**config.mk**
```make
export PLATFORM = sky130hd
export DESIGN_NAME = player_move_scheduler
export DESIGN_NICKNAME = d
export VERILOG_FILES = /design/src/rtl/player_move_scheduler.sv
export SDC_FILE = /design/constraint.sdc
export NUM_CORES = 1
export LEC_CHECK = 0
export BUFFER_PORTS_ARGS = -buffer_cell sky130_fd_sc_hd__clkbuf_2
export CAP_MARGIN = 10
export CORE_ASPECT_RATIO = 1.1
export CORE_MARGIN = 5
export CORE_UTILIZATION = 50
export CTS_BUF_LIST = sky130_fd_sc_hd__clkbuf_8
export CTS_CLUSTER_SIZE = 30
export DETAILED_ROUTE_END_ITERATION = 8
export PLACE_DENSITY = 0.7
export SYNTH_ARGS = -nofsm -noshare
export SYNTH_HDL_FRONTEND = slang
export SYNTH_SLANG_ARGS = --single-unit
```
**constraint.sdc**
```tcl
create_clock -name CLK -period 3.4 [get_ports CLK]
set_input_delay 0.17 -clock CLK [delete_from_list [all_inputs] [get_ports CLK]]
set_output_delay 0.17 -clock CLK [all_outputs]
set_load 0.01 [all_outputs]
```
**src/rtl/player_move_scheduler.sv**
```systemverilog
// player_move_scheduler: synchronizes the four direction switches, arbitrates
// them by fixed priority (up > down > left > right), rate-limits moves with a
// cooldown and runs the death/respawn sequence that owns the player position.
// Optional build macro: PLAYER_LIVES_EN (three lives, then GAME_OVER).
module player_move_scheduler #(
    parameter int unsigned H_DISPLAY       = 640,
    parameter int unsigned V_DISPLAY       = 480,
    parameter int unsigned PLAYER_WIDTH    = 32,
    parameter int unsigned PLAYER_HEIGHT   = 32,
    parameter int unsigned STEP            = 32,
    parameter int unsigned COOLDOWN_CYCLES = 2500000,
    parameter int unsigned RESPAWN_CYCLES  = 12500000
) (
    input  logic       CLK,
    input  logic       RST,
    input  logic       SW1,
    input  logic       SW2,
    input  logic       SW3,
    input  logic       SW4,
    input  logic       i_freeze,
    input  logic       i_hit,
    output logic [9:0] o_player_x,
    output logic [9:0] o_player_y,
    output logic       o_move_pulse,
    output logic [1:0] o_dir,
    output logic       o_respawn,
    output logic [1:0] o_state,
    output logic [1:0] o_lives
);

    localparam int unsigned X_RST   = (H_DISPLAY - PLAYER_WIDTH) / 2;
    localparam int unsigned X_MAX   = H_DISPLAY - PLAYER_WIDTH;
    localparam int unsigned Y_RST   = V_DISPLAY - PLAYER_HEIGHT;
    localparam int unsigned CNT_MAX = (COOLDOWN_CYCLES > RESPAWN_CYCLES) ?
                                      COOLDOWN_CYCLES : RESPAWN_CYCLES;
    localparam int unsigned CNT_W   = $clog2(CNT_MAX + 1);

    typedef enum logic [1:0] {
        ST_IDLE      = 2'd0,
        ST_COOLDOWN  = 2'd1,
        ST_DEAD      = 2'd2,
        ST_GAME_OVER = 2'd3
    } state_t;

    state_t             state_q, state_d;
    logic [CNT_W-1:0]   cnt_q, cnt_d;
    logic [9:0]         x_q, x_d;
    logic [9:0]         y_q, y_d;
    logic [1:0]         dir_q, dir_d;
    logic               move_q, move_d;
    logic               respawn_q, respawn_d;
    logic [3:0]         sw_s1_q, sw_s2_q;
    logic [3:0]         legal;
    logic [3:0]         cand;
    logic [10:0]        x_ext, y_ext;
`ifdef PLAYER_LIVES_EN
    logic [1:0]         lives_q, lives_d;
`endif

    // Two-flop synchronizer for the raw switches; bit0 up .. bit3 right
    always_ff @(posedge CLK) begin
        if (RST) begin
            sw_s1_q <= 4'b0000;
            sw_s2_q <= 4'b0000;
        end else begin
            sw_s1_q <= {SW4, SW3, SW2, SW1};
            sw_s2_q <= sw_s1_q;
        end
    end

    // Per-direction legality in 11-bit arithmetic so the edge tests never wrap
    always_comb begin
        x_ext    = 11'(x_q);
        y_ext    = 11'(y_q);
        legal[0] = (y_ext >= 11'(STEP));
        legal[1] = ((y_ext + 11'(STEP)) <= 11'(Y_RST));
        legal[2] = (x_ext >= 11'(STEP));
        legal[3] = ((x_ext + 11'(STEP)) <= 11'(X_MAX));
        cand     = sw_s2_q & legal;
    end

    // Next-state, counter, position and strobe logic
    always_comb begin
        state_d   = state_q;
        cnt_d     = cnt_q;
        x_d       = x_q;
        y_d       = y_q;
        dir_d     = dir_q;
        move_d    = 1'b0;
        respawn_d = 1'b0;
`ifdef PLAYER_LIVES_EN
        lives_d   = lives_q;
`endif
        if (((state_q == ST_IDLE) || (state_q == ST_COOLDOWN)) && i_hit) begin
            // A hit beats any move that would otherwise be accepted this cycle
            state_d = ST_DEAD;
            cnt_d   = CNT_W'(RESPAWN_CYCLES);
`ifdef PLAYER_LIVES_EN
            lives_d = lives_q - 2'd1;
`endif
        end else begin
            case (state_q)
                ST_IDLE: begin
                    if (!i_freeze && (cand != 4'b0000)) begin
                        if (cand[0]) begin
                            y_d   = y_q - 10'(STEP);
                            dir_d = 2'd0;
                        end else if (cand[1]) begin
                            y_d   = y_q + 10'(STEP);
                            dir_d = 2'd1;
                        end else if (cand[2]) begin
                            x_d   = x_q - 10'(STEP);
                            dir_d = 2'd2;
                        end else begin
                            x_d   = x_q + 10'(STEP);
                            dir_d = 2'd3;
                        end
                        move_d  = 1'b1;
                        cnt_d   = CNT_W'(COOLDOWN_CYCLES);
                        state_d = ST_COOLDOWN;
                    end
                end
                ST_COOLDOWN: begin
                    cnt_d = cnt_q - CNT_W'(1);
                    if (cnt_q == CNT_W'(1)) begin
                        state_d = ST_IDLE;
                    end
                end
                ST_DEAD: begin
                    cnt_d = cnt_q - CNT_W'(1);
                    if (cnt_q == CNT_W'(1)) begin
`ifdef PLAYER_LIVES_EN
                        if (lives_q == 2'd0) begin
                            state_d = ST_GAME_OVER;
                        end else begin
                            x_d       = 10'(X_RST);
                            y_d       = 10'(Y_RST);
                            respawn_d = 1'b1;
                            state_d   = ST_IDLE;
                        end
`else
                        x_d       = 10'(X_RST);
                        y_d       = 10'(Y_RST);
                        respawn_d = 1'b1;
                        state_d   = ST_IDLE;
`endif
                    end
                end
                ST_GAME_OVER: begin
                    state_d = ST_GAME_OVER;
                end
                default: begin
                    state_d = ST_IDLE;
                end
            endcase
        end
    end

    // State and datapath registers; reset dominates every state
    always_ff @(posedge CLK) begin
        if (RST) begin
            state_q   <= ST_IDLE;
            cnt_q     <= '0;
            x_q       <= 10'(X_RST);
            y_q       <= 10'(Y_RST);
            dir_q     <= 2'd0;
            move_q    <= 1'b0;
            respawn_q <= 1'b0;
`ifdef PLAYER_LIVES_EN
            lives_q   <= 2'd3;
`endif
        end else begin
            state_q   <= state_d;
            cnt_q     <= cnt_d;
            x_q       <= x_d;
            y_q       <= y_d;
            dir_q     <= dir_d;
            move_q    <= move_d;
            respawn_q <= respawn_d;
`ifdef PLAYER_LIVES_EN
            lives_q   <= lives_d;
`endif
        end
    end

    assign o_player_x   = x_q;
    assign o_player_y   = y_q;
    assign o_move_pulse = move_q;
    assign o_dir        = dir_q;
    assign o_respawn    = respawn_q;
    assign o_state      = state_q;
`ifdef PLAYER_LIVES_EN
    assign o_lives      = lives_q;
`else
    assign o_lives      = 2'd0;
`endif

endmodule

```
==> results.txt <==
Power per cell area: 909.0 nW/µm²
TritonCTS clock tree: built
Remaining design rule violation count: 0
Setup repair after global routing missed its margin: no
DR iter-0 viols: 313
Slowest cell on the critical path: sky130_fd_sc_hd__o21ai_1
Number of unique standard cell types used by synthesis: 70
Total overflow reported by the global router: 0
Number of hold violations in the final report: 0
Final weighted congestion of routability-driven global placement: 0.9634
Count of flip-flops with a built-in enable after synthesis: 0
Routed wire length per instance: 18.11 µm
Static Leakage: 1.332 nW
Fraction of synthesis flops using an asynchronous set or reset pin: 0
Type of destination of the critical path: register
Layout Utilization: 0.5445
Filler cell count: 649
Post-detailed-placement half-perimeter wirelength: 6609 µm
TritonCTS Sinks: 49
Clock power frac: 0.136
Number of antenna violations at the first check in global routing: 0
Layout overhead on the synthesized area: 7.383%
# hold bufs at CTS: 0
Min Clock Period, post-route: 2.875 ns
Die outline width: 87.51 µm
H-tree lvl count: 2
Ordered list of cells on the worst path: inv_1 -> ha_1 -> inv_1 -> o31ai_1 -> a211oi_1 -> o21ai_1 -> nand2_1 -> o32ai_1
Number of buffers inserted during clock tree synthesis: 5
R2R depth: 8
Element type at the critical path start: register
Seq cells post-synth: 49
Total via count after detailed routing: 3218
I/O pin count: 36
Number of nets in the finished design: 437
Maximum clock skew at final layout: 0.01088 ns
Buffers and inverters on the worst path: 2
Number of max-slew violations in the final report: 0
RR Startpoint: o_player_x[5]$_SDFFE_PP1P_
First-pass iteration count of the detailed router: 4
Worst path top cell family by delay: compound AO/OA/AOI/OAI gates
Via count of the first global-routing pass: 2955
Comb pwr share: 0.563
CP peak stage delay: 0.55 ns
Area of placed instances: 3433 µm²
Antenna cell count: 0
Post-CTS setup buffer count: 0
Class of the most critical setup path: register to register
Reg area: 980.9 µm²
Worst Max-Slew Pin Slew: 0.7833 ns
Maximum fanout encountered on the critical timing path: 11
Data required time of the worst path: 3.61 ns
Power Internal: 1.599 mW
Initial cell density of the core: 0.5071
Crit. path cell count: 8
Seq/Total Area, Yosys: 0.2969
Number of cell rows: 31
Yosys warning total: 0
Number of port buffers: 24
Mean instance size in the synthesized netlist: 8.220 µm²
Capture point of the critical path: cnt_q[12]$_SDFFE_PP0P_
Fraction of final layout cells sized beyond drive strength 1: 0.1319
Synthesized cell area: 3304 µm²
Outcome: finished, final reports clean
Setup_tns: 0 ns
Sw Ratio: 0.5044
Global-route wire length before repair: 14660 µm
Antenna Violating Nets Remaining: 0
Cell repeated most along the worst path: sky130_fd_sc_hd__inv_1
Fmax: 347.9 MHz
Area of the placeable core: 6516 µm²
MaxCap Viol Count: 0
Root Buffer Master: sky130_fd_sc_hd__clkbuf_8
Main synth FF type: sky130_fd_sc_hd__dfxtp_1
Post-Layout Inst Area: 3548 µm²
Die footprint: 8336 µm²
Clk pin slew, worst setup/hold paths: 0.10 ns
All-layer global routing usage: 0.2199
Buffer levels on the longest clock path: 2
RR Endpoint: cnt_q[12]$_SDFFE_PP0P_
Worst VDD drop: 521.9 µV
Clock latency on the worst-skew pair: 0.32 ns
Max-slew headroom: 0.4758
Worst hold-check path type: input port to register
Final routed wirelength across all metal layers: 9038 µm
Register share of total power: 0.301
Final worst-path cycle share: 0.8455
Instance count of the mapped netlist: 402
Maximum number of pins on one net before global-route repair: 35
Worst reg-to-reg setup slack: 0.53 ns
Net switching power: 1.627 mW
Area of combinational cells with multiple inputs: 2155 µm²
DR vias/cell: 6.449
# resized after CTS: 0
Number of endpoints failing setup at the final stage: 0
Origin of the worst setup path: o_player_x[5]$_SDFFE_PP1P_
Die boundary height: 95.26 µm
Final worst hold slack: 0.05400 ns
Critical path arrival: 3.09 ns
-- cell usage after synthesis (5+ instances only) --
cell type | number | share of area
sky130_fd_sc_hd__a311oi_1 | 7 | 0.019
sky130_fd_sc_hd__nor2_1 | 19 | 0.022
sky130_fd_sc_hd__o31ai_1 | 15 | 0.034
sky130_fd_sc_hd__dfxtp_1 | 49 | 0.30
sky130_fd_sc_hd__nand3b_1 | 5 | 0.011
sky130_fd_sc_hd__o311ai_0 | 5 | 0.013
sky130_fd_sc_hd__nand2b_1 | 5 | 0.0095
sky130_fd_sc_hd__clkbuf_1 | 18 | 0.020
sky130_fd_sc_hd__or4_1 | 7 | 0.016
sky130_fd_sc_hd__and3_1 | 5 | 0.0095
sky130_fd_sc_hd__ha_1 | 13 | 0.049
sky130_fd_sc_hd__nor2b_1 | 12 | 0.023
sky130_fd_sc_hd__or3_1 | 6 | 0.011
sky130_fd_sc_hd__buf_4 | 11 | 0.025
sky130_fd_sc_hd__inv_1 | 14 | 0.016
sky130_fd_sc_hd__a21oi_1 | 17 | 0.026
sky130_fd_sc_hd__nand3_1 | 16 | 0.024
sky130_fd_sc_hd__nor3_1 | 20 | 0.030
sky130_fd_sc_hd__a31oi_1 | 21 | 0.040
sky130_fd_sc_hd__nand2_1 | 31 | 0.035
sky130_fd_sc_hd__o21ai_0 | 19 | 0.029
-- power groups by stage --
| stage | logic, mW | registers [mW] | clock network, mW |
|---|---|---|---|
| finish | 1.81 | 0.972 | 0.439 |
| global route | 2.01 | 1.00 | 0.470 |
| CTS | 1.79 | 0.966 | 0.446 |
| detailed placement | 1.78 | 0.980 | 0 |
| global placement | 1.77 | 0.971 | 0 |
| floorplan | 1.38 | 0.915 | 0 |
-- worst min-delay path by stage --
| stage | cells past startpoint | slack, ns | to | start |
|---|---|---|---|---|
| CTS | 2 | 0.05 | sw_s1_q[0]$_SDFF_PP0_ | SW1 |
| finish | 2 | 0.05 | sw_s1_q[0]$_SDFF_PP0_ | SW1 |
| global route | 2 | 0.06 | sw_s1_q[0]$_SDFF_PP0_ | SW1 |
| floorplan | 1 | 0.30 | sw_s1_q[0]$_SDFF_PP0_ | SW1 |
| detailed placement | 2 | 0.38 | sw_s1_q[0]$_SDFF_PP0_ | SW1 |
| global placement | 2 | 0.38 | sw_s1_q[1]$_SDFF_PP0_ | SW2 |
-- kinds of logic (layout without fill, tap and decap cells) --
| kind of cell | count (synthesis) | in the layout | share of synthesized area |
|---|---|---|---|
| adders and majority gates | 13 | 13 | 0.04922 |
| other | 1 | 11 | 0.001135 |
| AOI/OAI and AO/OA | 138 | 138 | 0.3192 |
| DFF | 49 | 49 | 0.2969 |
| muxes | 3 | 3 | 0.009466 |
| buffers and inverters | 44 | 49 | 0.06247 |
| xor gates and xnor gates | 4 | 4 | 0.01060 |
| and+or+nand+nor | 150 | 150 | 0.2510 |
-- flip-flops by register name (all words and copies together) (netlist names) --
signal        cells
o_state           2
sw_s1_q           4
sw_s2_q           4
cnt_q            24
o_player_x        6
o_respawn         1
o_player_y        5
o_move_pulse      1
o_dir             2
-- cell type report --
| class | instances | share of cell area |
|---|---|---|
| Sequential cell | 49 | 0.2764 |
| Tap cell | 82 | 0.02891 |
| Timing Repair Buffer | 27 | 0.04020 |
| Multi-Input combinational cell | 319 | 0.6072 |
| Clock inverter | 3 | 0.01305 |
| Clock buffer | 5 | 0.01939 |
| Inverter | 14 | 0.01481 |
-- metrics by stage --
stage | setup WS, ns | instances | total power [mW]
floorplan | 0.8605 | 412 | 2.299
global route | 0.2106 | 499 | 3.478
finish | 0.5252 | 499 | 3.226
CTS | 0.5223 | 499 | 3.205
global placement | 0.7516 | 491 | 2.738
detailed placement | 0.5640 | 491 | 2.759
-- cell usage in the layout (no fill, tap or decap), types with 4 or more instances in the layout --
| cell | count |
|---|---|
| sky130_fd_sc_hd__clkbuf_2 | 24 |
| sky130_fd_sc_hd__nor3_1 | 20 |
| sky130_fd_sc_hd__a21oi_1 | 17 |
| sky130_fd_sc_hd__ha_1 | 13 |
| sky130_fd_sc_hd__or4_1 | 7 |
| sky130_fd_sc_hd__nand4_1 | 4 |
| sky130_fd_sc_hd__clkbuf_8 | 5 |
| sky130_fd_sc_hd__nand2_1 | 31 |
| sky130_fd_sc_hd__o32ai_1 | 4 |
| sky130_fd_sc_hd__o31ai_1 | 15 |
| sky130_fd_sc_hd__nand3b_1 | 5 |
| sky130_fd_sc_hd__o21a_1 | 4 |
| sky130_fd_sc_hd__conb_1 | 11 |
| sky130_fd_sc_hd__a311oi_1 | 7 |
| sky130_fd_sc_hd__and3_1 | 5 |
| sky130_fd_sc_hd__nor2_1 | 19 |
| sky130_fd_sc_hd__a31oi_1 | 21 |
| sky130_fd_sc_hd__nor4_1 | 4 |
| sky130_fd_sc_hd__o41ai_1 | 4 |
| sky130_fd_sc_hd__nor2b_1 | 12 |
| sky130_fd_sc_hd__dfxtp_1 | 49 |
| sky130_fd_sc_hd__inv_1 | 14 |
| sky130_fd_sc_hd__o21ai_0 | 19 |
| sky130_fd_sc_hd__or3_1 | 6 |
| sky130_fd_sc_hd__nand3_1 | 16 |
| sky130_fd_sc_hd__o311ai_0 | 5 |
| sky130_fd_sc_hd__nand2b_1 | 5 |
-- layer usage --
layer | global-route usage | vias up | part of all wire
li1 | - | 1563 | -
met1 | 0.2738 | 1545 | 0.44
met2 | 0.3794 | 92 | 0.49
met3 | 0.03198 | 18 | 0.046
met4 | 0.08568 | 0 | 0.025
met5 | 0 | - | 0
(Power assumes the default switching activity.)
